### src/rtl/led_pkg.sv
// Shared mode encoding for the LED pattern sequencer.
package led_pkg;

  typedef logic [1:0] mode_t;

  localparam mode_t MODE_BLINK   = 2'd0;
  localparam mode_t MODE_CHASE   = 2'd1;
  localparam mode_t MODE_BOUNCE  = 2'd2;
  localparam mode_t MODE_BREATHE = 2'd3;

endpackage

### src/rtl/led_pwm.sv
// Free-running PWM counter with a registered duty compare.
module led_pwm #(
  parameter int PWM_W = 8
) (
  input  logic             clk,
  input  logic             rst,
  input  logic [PWM_W-1:0] duty,
  output logic             pwm_out
);

  logic [PWM_W-1:0] pwm_cnt;

  // The counter runs in every mode so the breathe phase never stalls.
  always_ff @(posedge clk) begin
    if (rst) begin
      pwm_cnt <= '0;
      pwm_out <= 1'b0;
    end else begin
      pwm_cnt <= pwm_cnt + 1'b1;
      pwm_out <= (pwm_cnt < duty);
    end
  end

endmodule

### src/rtl/led_pattern_seq.sv
// LED pattern sequencer: blink, chase, bounce and PWM breathe, advanced by a step strobe.
//   state | meaning
//   UP    | bounce position climbing toward N_LEDS-1
//   DOWN  | bounce position falling toward 0
module led_pattern_seq
  import led_pkg::*;
#(
  parameter int N_LEDS = 4,
  parameter int PWM_W  = 8
) (
  input  logic              clk,
  input  logic              rst,
  input  logic              step,
  input  logic [1:0]        mode,
  output logic [N_LEDS-1:0] led
);

  localparam int POS_W = $clog2(N_LEDS);
  localparam logic [POS_W-1:0] POS_LAST = POS_W'(N_LEDS - 1);
  localparam logic [POS_W-1:0] POS_TURN = POS_W'(N_LEDS - 2);
  localparam logic [PWM_W-1:0] DUTY_MAX = '1;

  typedef enum logic {UP = 1'b0, DOWN = 1'b1} dir_t;

  mode_t             mode_q;
  logic              blink_on;
  logic [POS_W-1:0]  pos;
  dir_t              dir;
  logic [PWM_W-1:0]  duty;
  logic              duty_dir;
  logic              pwm_out;
  logic [N_LEDS-1:0] pattern;

  led_pwm #(.PWM_W(PWM_W)) u_pwm (
    .clk     (clk),
    .rst     (rst),
    .duty    (duty),
    .pwm_out (pwm_out)
  );

  always_comb begin
    pattern = '0;
    case (mode_q)
      MODE_BLINK:   pattern = {N_LEDS{blink_on}};
      MODE_CHASE,
      MODE_BOUNCE:  pattern[pos] = 1'b1;
      MODE_BREATHE: pattern = {N_LEDS{pwm_out}};
      default:      pattern = '0;
    endcase
  end

  always_ff @(posedge clk) begin
    if (rst) begin
      mode_q   <= MODE_BLINK;
      blink_on <= 1'b0;
      pos      <= '0;
      dir      <= UP;
      duty     <= '0;
      duty_dir <= 1'b0;
      led      <= '0;
    end else begin
      led <= pattern;
      if (mode != mode_q) begin
        // A step coinciding with a mode change is dropped.
        mode_q   <= mode;
        blink_on <= 1'b0;
        pos      <= '0;
        dir      <= UP;
        duty     <= '0;
        duty_dir <= 1'b0;
      end else if (step) begin
        case (mode_q)
          MODE_BLINK: blink_on <= ~blink_on;
          MODE_CHASE: pos <= (pos == POS_LAST) ? '0 : pos + 1'b1;
          MODE_BOUNCE: begin
            if (dir == UP) begin
              pos <= pos + 1'b1;
              if (pos == POS_TURN) dir <= DOWN;
            end else begin
              pos <= pos - 1'b1;
              if (pos == POS_W'(1)) dir <= UP;
            end
          end
          MODE_BREATHE: begin
            if (!duty_dir) begin
              if (duty == DUTY_MAX) begin
                duty     <= DUTY_MAX - 1'b1;
                duty_dir <= 1'b1;
              end else begin
                duty <= duty + 1'b1;
              end
            end else begin
              if (duty == '0) begin
                duty     <= PWM_W'(1);
                duty_dir <= 1'b0;
              end else begin
                duty <= duty - 1'b1;
              end
            end
          end
          default: ;
        endcase
      end
    end
  end

endmodule

### config.mk
export PLATFORM = sky130hd
export DESIGN_NAME = led_pattern_seq
export DESIGN_NICKNAME = d
export VERILOG_FILES = /design/src/rtl/led_pkg.sv /design/src/rtl/led_pwm.sv /design/src/rtl/led_pattern_seq.sv
export SDC_FILE = /design/constraint.sdc
export NUM_CORES = 1
export LEC_CHECK = 0
export BUFFER_PORTS_ARGS = -buffer_cell sky130_fd_sc_hd__buf_2
export CAP_MARGIN = 5
export CORE_ASPECT_RATIO = 1.75
export CORE_MARGIN = 2
export CORE_UTILIZATION = 30
export CTS_CLUSTER_DIAMETER = 80
export CTS_CLUSTER_SIZE = 40
export DETAILED_ROUTE_END_ITERATION = 10
export HOLD_SLACK_MARGIN = 0.1
export SETUP_SLACK_MARGIN = 0.2
export SYNTH_ARGS = -nofsm -noshare
export SYNTH_HDL_FRONTEND = slang
export SYNTH_SLANG_ARGS = --single-unit
### constraint.sdc
create_clock -name clk -period 2.3 [get_ports clk]
set_input_delay 0.115 -clock clk [delete_from_list [all_inputs] [get_ports clk]]
set_output_delay 0.115 -clock clk [all_outputs]
set_load 0.01 [all_outputs]
== Yosys cells after proc, flatten, opt, wreduce, memory -nomap -nowiden ==
Cells that the tools add are included.

* Register bits: 28
* Output and inout bits: 4
* Word-level logic and storage cells: 51

* Add/subtract/negate cells: 5
* Order comparisons: 3
* Eq/ne operators: 8
* Muxes and demuxes: 15
* Bitwise logic cells: 1
* Reduce and logical (&&, ||, !) cells: 10

{| class="wikitable"
|+ Operator list
! cell !! count
|-
| 8-bit two-way mux || 3
|-
| 8-bit by 1-bit adder with 8-bit output (second input constant) || 2
|-
| 4-bit one-hot mux with 3 select lines || 1
|-
| 2-bit == test (second input constant) || 4
|-
| 8-bit == test (second input constant) || 1
|-
| 8-bit zero test || 1
|-
| 8-bit < comparator || 1
|-
| 2-bit AND reduction || 4
|-
| 8-bit by 1-bit subtractor with 8-bit output (second input constant) || 1
|-
| 1-bit two-way mux || 7
|-
| 2-bit by 1-bit == test with 1-bit output (second input constant) || 2
|-
| 2-bit two-way mux || 2
|-
| 2-bit one-hot mux with 2 select lines || 1
|-
| 2-bit OR reduction || 2
|-
| 2-bit by 3-bit < comparator with 1-bit output (second input constant) || 1
|-
| 2-bit by 1-bit adder with 2-bit output (second input constant) || 1
|-
| 1-bit demux with 2-bit select || 1
|-
| 2-bit by 1-bit greater-or-equal comparator with 1-bit output (second input constant) || 1
|-
| 2-bit zero test || 1
|-
| 2-bit != test || 1
|-
| 2-bit nonzero test || 1
|-
| 2-bit by 1-bit subtractor with 2-bit output (second input constant) || 1
|-
| 1-bit logical AND || 1
|-
| 1-bit NOT || 1
|}

== Logic depth before layout (Yosys ltp) ==
Gate-level depths: netlist of run 1.

* Word-level depth: 5
* Gate-level depth with buffers: 7
* Gate-level depth less buffers: 6

== Hierarchy ==
Synthesis of run 1 repeated with hierarchy kept, for this count alone.

* Cell total of the unflattened synthesis: 201
* Area, all modules: 1765.4 um^2

{| class="wikitable"
|+ Modules (own cells, without submodules)
! module !! times used !! cells each !! area each (um^2) !! seq. area each (um^2)
|-
| led_pattern_seq || 1 || 145 || 1266.2 || 380.4
|-
| led_pwm || 1 || 56 || 499.2 || 180.2
|}

== Least setup slack after synthesis of run 1 ==
Ideal clock, no wire load.

* Path type: register to register
* Start: register duty[0]
* End: register duty[2]
* Arrival time: 1.621 ns
* Data required time: 2.170 ns
* Slack: 0.549 ns
* Stages on the path, launching flop included: 8
* Buffers on the path: 1
* Cells stage by stage: dfxtp_1 > clkbuf_1 > inv_1 > ha_1 > nor3b_1 > a211oi_1 > o31ai_1 > a21oi_1

* Word-level cells in the longest chain between the ends: 3
* Elaborated cells on any way between the ends: 7

{| class="wikitable"
|+ Ends and longest elaborated chain
! element !! line !! text
|-
| start: declaration || led_pattern_seq.sv:29 || <nowiki>logic [PWM_W-1:0] duty;</nowiki>
|-
| start signal: assignment || led_pattern_seq.sv:87 || <nowiki>duty <= DUTY_MAX - 1'b1;</nowiki>
|-
| start signal: assignment || led_pattern_seq.sv:90 || <nowiki>duty <= duty + 1'b1;</nowiki>
|-
| start signal: assignment || led_pattern_seq.sv:97 || <nowiki>duty <= duty - 1'b1;</nowiki>
|-
| 8-bit by 1-bit adder with 8-bit output (tied with other cells) || led_pattern_seq.sv:90 ||
|-
| 8-bit two-way mux (on tied branches) || led_pattern_seq.sv:86, led_pattern_seq.sv:93 ||
|-
| 8-bit two-way mux * || led_pattern_seq.sv:85 || <nowiki>if (!duty_dir) begin</nowiki>
|}

Mark *: on every way between the ends. The rest lies on a longest branch, timed or not.
A chain may end at the register's enable or synchronous reset.

== Worst setup path after layout of run 1 ==
Ends and elaborated chain as after synthesis.

==> results of run 1 <==
worst max-delay path by stage:
stage               cells past startpoint      end    start
global placement                        4  duty[2]  duty[2]
finish                                  7  duty[2]  duty[0]
detailed placement                      7  duty[0]  duty[0]
floorplan                               7  duty[2]  duty[0]
global route                            5  duty[4]  duty[0]
CTS                                     7  duty[2]  duty[0]
where the power goes:
group	internal [mW]	switching, mW	total [mW]
clock network	0.233	0.166	0.399
logic	0.0361	0.0470	0.0831
registers	0.499	0.00946	0.509
total	0.769	0.222	0.991
per-layer routing:
metal | up-vias | routed length [microns] | track usage
li1 | 733 | - | -
met1 | 724 | 1480 | 0.139
met2 | 25 | 2140 | 0.244
met3 | 14 | 70 | 0.0213
met4 | 0 | 144 | 0.0669
met5 | - | 0 | 0
layout by cell type, fill, tap and decap left out, types with 2 or more instances in the layout:
cell	netlist	routed
nor3_1	5	5
nand4_1	5	5
ha_1	19	19
nand3_1	8	8
or3_1	2	2
dlygate4sd3_1	0	2
nor2b_1	5	5
nor2_1	18	18
buf_2	3	8
a311oi_1	3	3
a211oi_1	3	3
inv_1	14	14
clkbuf_8	0	3
a21o_1	3	3
a21oi_1	16	16
nand2_1	12	12
xor2_1	6	6
o31ai_1	2	2
nand2b_1	2	2
xnor2_1	4	4
buf_4	0	3
a31oi_1	6	6
o21ai_0	7	7
nand4b_1	2	2
and3_1	3	3
dfxtp_1	28	28
cells in the mapped netlist, types with 2 or more instances:
cell	number	area (sq um)
a211oi_1	3	22.5
a21o_1	3	22.5
a21oi_1	16	80.1
a311oi_1	3	26.3
a31oi_1	6	37.5
and3_1	3	18.8
buf_2	3	15.0
clkbuf_1	4	15.0
dfxtp_1	28	561
ha_1	19	238
inv_1	14	52.6
nand2_1	12	45.0
nand2b_1	2	12.5
nand3_1	8	40.0
nand4_1	5	31.3
nand4b_1	2	17.5
nor2_1	18	67.6
nor2b_1	5	31.3
nor3_1	5	25.0
o21ai_0	7	35.0
o31ai_1	2	15.0
or3_1	2	12.5
xnor2_1	4	35.0
xor2_1	6	52.6
area by class of cell:
cell class | count | area, sq um
Clock inverter | 1 | 30.0
Tap cell | 76 | 95.1
Clock buffer | 3 | 41.3
Sequential cell | 28 | 561
Fill cell | 625 | 3610
Inverter | 14 | 52.6
Multi-Input combinational cell | 148 | 1020
Timing Repair Buffer | 13 | 82.6
state kept, by name, summed over array words and instances, names as in the netlist:
register and flops:
u_pwm.pwm_cnt 8, dir 1, u_pwm.pwm_out 1, pos 2, duty 8, led 4
blink_on 1, mode_q 2, duty_dir 1
cell families (layout without fill, tap and decap cells):
kind of cell / Yosys count / after routing / share of synthesized area
xor gates and xnor gates: 10 / 10 / 0.0522
and+or+nand+nor: 69 / 69 / 0.216
AOI/OAI and AO/OA: 49 / 49 / 0.193
muxes: 1 / 1 / 0.00597
adders and majority gates: 19 / 19 / 0.142
buffers and inverters: 22 / 31 / 0.0560
DFF: 28 / 28 / 0.334
critical path: cells and delay by family (launching register included):
kind / cells / cell delay [ps]
AO/OA/AOI/OAI: 3 / 570
flip-flops: 1 / 520
buffers and inverters: 2 / 280
adder cells (fa/ha/maj): 1 / 270
AND/OR/NAND/NOR: 1 / 150
through the flow:
| step | util | hold slack, ps | area, sq um | cells |
|---|---|---|---|---|
| final | 0.343 | 151 | 1880 | 283 |
| after global routing | 0.343 | 166 | 1880 | 283 |
| after CTS | 0.343 | 159 | 1880 | 283 |
| after detailed placement | 0.326 | 362 | 1790 | 277 |
| after global placement | 0.326 | 355 | 1790 | 277 |
| after floorplan | - | 243 | 1680 | 198 |
==> flow_metrics.env, run 1 <==
export IMPL_start_util=0.305
export IMPL_p_leak_nw=0.712
export IMPL_clock_sinks=28
export IMPL_core_area_sq_mm=0.00550
export IMPL_ctsHoldBuffers=2
export IMPL_r2r_end="duty[2]"
export IMPL_start_kind="flip-flop"
export IMPL_max_freq_mhz=537
export IMPL_final_nets=232
export IMPL_critical_path_slowest_cell="dfxtp_1"
export IMPL_num_vias=1496
export IMPL_grt_pass1_vias=1364
export IMPL_vdd_ir_drop_max_mv=0.379
export IMPL_synthFlopType="dfxtp_1"
export IMPL_rr_worst_depth=7
export IMPL_drc=0
export IMPL_hp_start="rst"
export IMPL_path_class="reg2reg"
export IMPL_post_cts_resized=0
export IMPL_cts_max_level=1
export IMPL_hold_class="in2reg"
export IMPL_cts_max_path_buffers=2
export IMPL_rows=36
export IMPL_r2r_start="duty[0]"
export IMPL_dieArea_sq_mm=0.00623
export IMPL_grt_max_degree=17
export IMPL_wl_per_cell_microns=13.6
export IMPL_finalSetupTns_ps=0
export IMPL_yosys_warnings=0
export IMPL_hpwl_microns=2900
export IMPL_postCtsSetupRepairBufs=0
export IMPL_finClkSkew_ps=2.67
export IMPL_final_layout_size_suffix_gt1_frac=0.0870
export IMPL_setup_worst_path_end_class="flip-flop"
export IMPL_synth_seq_cells=28
export IMPL_cts_buffers=3
export IMPL_dr_pass1_iters=4
export IMPL_antenna_found_initial=0
export IMPL_place_gp_congestion=0.936
export IMPL_cts_root_buf="clkbuf_8"
export IMPL_maxSlewViolCount=0
export IMPL_rsz0062_at_grt="false"
export IMPL_avgSynthCellArea_sq_um=8.47
export IMPL_status="complete, no violations"
export IMPL_setup_ws_ps=439
export IMPL_slew_headroom=0.508
export IMPL_finalSetupViolCount=0
export IMPL_diodes=0
export IMPL_syn_area_sq_mm=0.00168
export IMPL_area_delta_synth_final_pct=12.4
export IMPL_clkSlewWorstSetupHoldPaths_ps=100
export IMPL_critPathMaxStageDelay_ps=520
export IMPL_hold_path_endpoint="u_pwm.pwm_cnt[0]"
export IMPL_arrival_ps=2080
export IMPL_hold_violations=0
export IMPL_dp_slack_ps=503
export IMPL_clock_latency_ps=280
export IMPL_ant_nets=0
export IMPL_crit_required_ps=2520
export IMPL_p_per_area_mw_per_mm2=526
export IMPL_vias_per_cell=5.29
export IMPL_grt_first_pass_wirelength_microns=6230
export IMPL_synth_edf_count=0
export IMPL_yosysSeqAreaShare=0.334
export IMPL_io_pins=9
export IMPL_period_share=0.809
export IMPL_synthArstFlopShare=0
export IMPL_yosys_cell_types_count=42
export IMPL_power_mw=0.991
export IMPL_cts_tree="built"
export IMPL_drt_iter0_markers=29
export IMPL_synthCells=198
export IMPL_worstPathMaxFanout=10
export IMPL_track_usage=0.132
export IMPL_die_x_microns=60.5
export IMPL_r2r_slack_ps=440
export IMPL_overflow=0
export IMPL_crit_chain="inv_1, ha_1, nor3b_1, buf_4, a31oi_1, o21ai_0, a21oi_1"
export IMPL_synth_nets=222
export IMPL_wirelength_microns=3840
export IMPL_maxCapViolCount=0
export IMPL_worst_slew_pin_slew_ps=731
export IMPL_portBuffers=8
export IMPL_hold_path_cell_count=2
export IMPL_dieHeight_microns=103
export IMPL_finalCriticalPeriod_ps=1860
(Power assumes the default switching activity.)
==> run 2: changes to the inputs <==
==> constraint.sdc (replaced) <==
create_clock -name clk -period 1.7 [get_ports clk]
set_input_delay 0.085 -clock clk [delete_from_list [all_inputs] [get_ports clk]]
set_output_delay 0.085 -clock clk [all_outputs]
set_load 0.01 [all_outputs]
==> run 2 against run 1 <==
- sequential cell count unchanged
- cell area up 12%
- clock power grew 35%
- via count up 6.2%
- sequential share of layout area is 2.2 points lower
- power increased by 35%
- routed wire length rose by 8.2%
- combinational power rose by 43%
- die area is the same
- cell count rose by 6.7%
- non-clock buffer count rose by 19
- fmax is 24% higher
- largest power group unchanged
==> flow_metrics.env, run 2 (synthesis gave the netlist of run 1 again) <==
export IMPL_portBuffers=8
export IMPL_p_leak_nw=0.829
export IMPL_die_x_microns=60.5
export IMPL_pwr_share_clk=0.402
export IMPL_p_per_area_mw_per_mm2=636
export IMPL_worstPathMaxFanout=6
export IMPL_critical_path_slowest_cell="dfxtp_4"
export IMPL_maxCapViolCount=0
export IMPL_r2r_slack_ps=190
export IMPL_final_cell_mix="21 x dfxtp_1, 21 x buf_4, 18 x nor2_1, 18 x ha_1, 16 x a21oi_1"
export IMPL_comb_power_share=0.089
export IMPL_final_layout_size_suffix_gt1_frac=0.239
export IMPL_ant_nets=0
export IMPL_hold_violations=0
export IMPL_hpwl_microns=2950
export IMPL_vias_per_cell=5.26
export IMPL_critPathMaxStageDelay_ps=370
export IMPL_arrival_ps=1670
export IMPL_diodes=0
export IMPL_p_int_mw=1.04
export IMPL_max_freq_mhz=664
export IMPL_dr_pass1_iters=4
export IMPL_period_share=0.885
export IMPL_wirelength_microns=4150
export IMPL_num_vias=1589
export IMPL_drc=0
export IMPL_grt_max_degree=17
export IMPL_drt_iter0_markers=51
export IMPL_core_area_sq_mm=0.00550
export IMPL_status="complete, no violations"
export IMPL_finalCriticalPeriod_ps=1510
export IMPL_vdd_ir_drop_max_mv=0.321
export IMPL_crit_chain="nor4_2, buf_4, a211oi_1, o31ai_1, a21oi_1"
export IMPL_cts_buffers=3
export IMPL_finClkSkew_ps=4.70
export IMPL_path_class="reg2reg"
export IMPL_timing_critical_path_buf_inv=1
export IMPL_worst_slew_pin_slew_ps=335
export IMPL_hold_slack_ps=126
export IMPL_rows=36
export IMPL_setup_worst_path_end_class="flip-flop"
export IMPL_netSwitchingPower_mw=0.300
export IMPL_cts_tree="built"
export IMPL_reg_largest_list="duty (8), u_pwm.pwm_cnt (8), led (4)"
export IMPL_dieHeight_microns=103
export IMPL_start_kind="flip-flop"
export IMPL_switching_share=0.224
export IMPL_clkSlewWorstSetupHoldPaths_ps=100
export IMPL_rsz0062_at_grt="true"
export IMPL_cts_root_buf="clkbuf_8"
export IMPL_cts_max_path_buffers=2
export IMPL_place_gp_congestion=0.941
export IMPL_pwr_share_seq=0.510
export IMPL_overflow=0
export IMPL_nFillCells=592
export IMPL_io_pins=9
export IMPL_grt_first_pass_wirelength_microns=6900
export IMPL_start_util=0.305
export IMPL_area_delta_synth_final_pct=25.4
export IMPL_hold_class="in2reg"
export IMPL_final_nets=251
export IMPL_antenna_found_initial=0
export IMPL_grt_pass1_vias=1515
export IMPL_track_usage=0.142
export IMPL_maxSlewViolCount=0
export IMPL_cpLargestDelayFamily="compound AO/OA/AOI/OAI gates"
export IMPL_crit_required_ps=1870
export IMPL_dieArea_sq_mm=0.00623
export IMPL_cts_max_level=1
export IMPL_clock_latency_ps=280
export IMPL_power_mw=1.34
export IMPL_clock_sinks=28
export IMPL_finalSetupViolCount=0
export IMPL_finalSetupTns_ps=0
export IMPL_wl_per_cell_microns=13.7
export IMPL_slew_headroom=0.775
[run 2: final timing paths]
| kind | from | cells past startpoint | endpoint |
|---|---|---|---|
| setup reg to reg | duty[2] | 5 | duty[2] |
| hold / removal | rst | 2 | u_pwm.pwm_cnt[0] |
| setup / recovery | duty[2] | 5 | duty[2] |
| hold reg to reg | u_pwm.pwm_cnt[0] | 1 | u_pwm.pwm_cnt[0] |
[run 2: metrics by stage]
| stage | util | setup WS, ps | std cells | instance area (sq um) |
|---|---|---|---|---|
| detailed placement | 0.339 | 95.0 | 285 | 1860 |
| global route | 0.383 | 122 | 302 | 2100 |
| global placement | 0.339 | 78.3 | 285 | 1860 |
| CTS | 0.368 | 199 | 297 | 2020 |
| floorplan | - | 205 | 198 | 1690 |
| finish | 0.383 | 195 | 302 | 2100 |
[run 2: area by class of cell]
class,instances,area (sq um),area share
multi-input cells,148,1070,0.510
clock buffers,3,41.3,0.0196
inverters,14,55.1,0.0262
well taps,76,95.1,0.0452
repair buffers,32,229,0.109
clock inverters,1,30.0,0.0143
flip-flops and latches,28,579,0.276
[run 2: repair_timing]
item / CTS / global route
endpoints found under the setup margin: 9 / 8
setup buffers: 6 / 5
hold endpoints to repair: 2 / 0
resized for setup: 13 / 11
hold buffers: 2 / 0
pin swaps: 3 / 5
[run 2: power groups by stage]
stage	Clock (mW)	Sequential [mW]	Combinational, mW
after floorplan	0	0.704	0.0730
after global placement	0	0.703	0.111
after detailed placement	0	0.703	0.111
after CTS	0.552	0.684	0.116
after global routing	0.578	0.685	0.135
final	0.537	0.682	0.119
[run 2: layer usage]
metal,track usage,wire length [microns]
met1,0.158,1630
met2,0.260,2290
met3,0.0163,82
met4,0.0652,143
met5,0,0
==> run 3: changes to the inputs <==
==> constraint.sdc (replaced) <==
create_clock -name clk -period 1.89 [get_ports clk]
set_input_delay 0.0945 -clock clk [delete_from_list [all_inputs] [get_ports clk]]
set_output_delay 0.0945 -clock clk [all_outputs]
set_load 0.01 [all_outputs]
==> run 3 against run 2 <==
- cell count down 4.6%
- core utilization fell by 2.8 points
- largest cell class unchanged
- power down 9.6%
- non-clock buffer count fell by 14
==> flow_metrics.env, run 3 (synthesis gave the netlist of run 1 again) <==
export IMPL_status="complete, no violations"
export IMPL_final_cell_mix="24 x dfxtp_1, 19 x ha_1, 17 x nor2_1"
export IMPL_area_delta_synth_final_pct=16.1
export IMPL_cpLargestDelayFamily="compound AO/OA/AOI/OAI gates"
export IMPL_cts_max_path_buffers=2
export IMPL_finalSetupTns_ps=0
export IMPL_crit_required_ps=2080
export IMPL_switching_share=0.226
export IMPL_finalCriticalPeriod_ps=1680
export IMPL_rows=36
export IMPL_num_vias=1494
export IMPL_dieArea_sq_mm=0.00623
export IMPL_start_kind="flip-flop"
export IMPL_worstPathMaxFanout=6
export IMPL_wirelength_microns=3940
export IMPL_finalSetupViolCount=0
export IMPL_place_gp_congestion=0.923
export IMPL_timing_critical_path_buf_inv=0
export IMPL_setup_ws_ps=214
export IMPL_hp_start="rst"
export IMPL_cts_tree="built"
export IMPL_slew_headroom=0.669
export IMPL_max_freq_mhz=597
export IMPL_path_class="reg2reg"
export IMPL_maxCapViolCount=0
export IMPL_antenna_found_initial=0
export IMPL_crit_chain="or4_4, o32ai_2, a21oi_1, a311oi_1"
export IMPL_rsz0062_at_grt="false"
export IMPL_track_usage=0.135
export IMPL_hold_path_cell_count=2
export IMPL_power_mw=1.21
export IMPL_postCtsSetupRepairBufs=0
export IMPL_io_pins=9
export IMPL_clock_sinks=28
export IMPL_hold_violations=0
export IMPL_maxSlewViolCount=0
export IMPL_pwr_share_seq=0.512
export IMPL_worst_slew_pin_slew_ps=496
export IMPL_netSwitchingPower_mw=0.273
export IMPL_dp_slack_ps=222
export IMPL_p_per_area_mw_per_mm2=621
export IMPL_final_layout_size_suffix_gt1_frac=0.146
export IMPL_hpwl_microns=3010
export IMPL_drc=0
export IMPL_setup_worst_path_end_class="flip-flop"
export IMPL_cts_max_level=1
export IMPL_ant_nets=0
export IMPL_clock_latency_ps=280
export IMPL_final_nets=237
export IMPL_dr_pass1_iters=4
export IMPL_r2r_start="duty[2]"
export IMPL_grt_max_degree=17
export IMPL_critPathMaxStageDelay_ps=560
export IMPL_start_util=0.305
export IMPL_cts_buffers=3
export IMPL_p_leak_nw=0.746
export IMPL_p_int_mw=0.936
export IMPL_portBuffers=8
export IMPL_rr_worst_depth=4
export IMPL_pwr_share_clk=0.403
export IMPL_finClkSkew_ps=2.27
export IMPL_dieHeight_microns=103
export IMPL_r2r_end="duty[6]"
export IMPL_vdd_ir_drop_max_mv=0.278
export IMPL_die_x_microns=60.5
export IMPL_grt_pass1_vias=1455
export IMPL_period_share=0.887
export IMPL_core_area_sq_mm=0.00550
export IMPL_r2r_slack_ps=210
export IMPL_vias_per_cell=5.19
export IMPL_comb_power_share=0.085
export IMPL_wl_per_cell_microns=13.7
export IMPL_cts_root_buf="clkbuf_8"
export IMPL_grt_first_pass_wirelength_microns=6410
export IMPL_critical_path_slowest_cell="or4_4"
export IMPL_reg_largest_list="duty (8), u_pwm.pwm_cnt (8), led (4)"
export IMPL_clkSlewWorstSetupHoldPaths_ps=100
export IMPL_overflow=0
export IMPL_arrival_ps=1870
export IMPL_hold_path_endpoint="u_pwm.pwm_cnt[0]"
export IMPL_drt_iter0_markers=45
export IMPL_layout_commonest_cell="dfxtp_1"
export IMPL_diodes=0
export IMPL_hold_class="in2reg"
[run 3: how the worst max path moves through the flow]
stage / depth (start not counted) / start / slack (ps) / endpoint
finish: 4 / duty[2] / 210 / duty[6]
global placement: 5 / duty[0] / 210 / duty[1]
floorplan: 7 / duty[0] / 310 / duty[6]
CTS: 6 / duty[1] / 210 / duty[2]
global route: 4 / duty[2] / 210 / duty[7]
detailed placement: 4 / duty[2] / 220 / duty[6]
[run 3: through the flow]
step / cells / utilization / cell area (sq um) / hold WS, ps
after floorplan: 198 / - / 1680 / 223
after global placement: 282 / 0.334 / 1840 / 331
after detailed placement: 282 / 0.334 / 1840 / 341
after CTS: 288 / 0.351 / 1930 / 132
after global routing: 288 / 0.354 / 1950 / 145
final: 288 / 0.354 / 1950 / 128
[run 3: final cells by class]
| type | instances | area, sq um |
|---|---|---|
| clock buffer | 3 | 41.3 |
| clock inverter | 1 | 30.0 |
| fill | 614 | 3550 |
| inverter | 14 | 52.6 |
| multi-input combinational | 148 | 1040 |
| sequential | 28 | 566 |
| tap | 76 | 95.1 |
| timing repair buffer | 18 | 120 |
[run 3: power groups by stage]
stage / clock network, mW / logic (mW) / registers [mW]
6_report: 0.487 / 0.103 / 0.619
5_1_grt: 0.515 / 0.117 / 0.622
4_1_cts: 0.508 / 0.104 / 0.619
3_5_place_dp: 0 / 0.100 / 0.633
3_3_place_gp: 0 / 0.0993 / 0.633
2_1_floorplan: 0 / 0.0654 / 0.633
[run 3: routing by layer]
metal / vias up / wire [microns] / GRT usage / share of wire
met5: - / 0 / 0 / 0
met4: 0 / 129 / 0.0652 / 0.033
met3: 11 / 97 / 0.0176 / 0.025
met2: 32 / 2220 / 0.263 / 0.56
met1: 707 / 1490 / 0.134 / 0.38
li1: 744 / - / - / -
[run 3: what timing repair did]
action,4_1_cts,5_1_grt
hold buffers,2,0
gates resized for setup,0,9
setup endpoints to repair,0,8
hold endpoints to repair,2,0
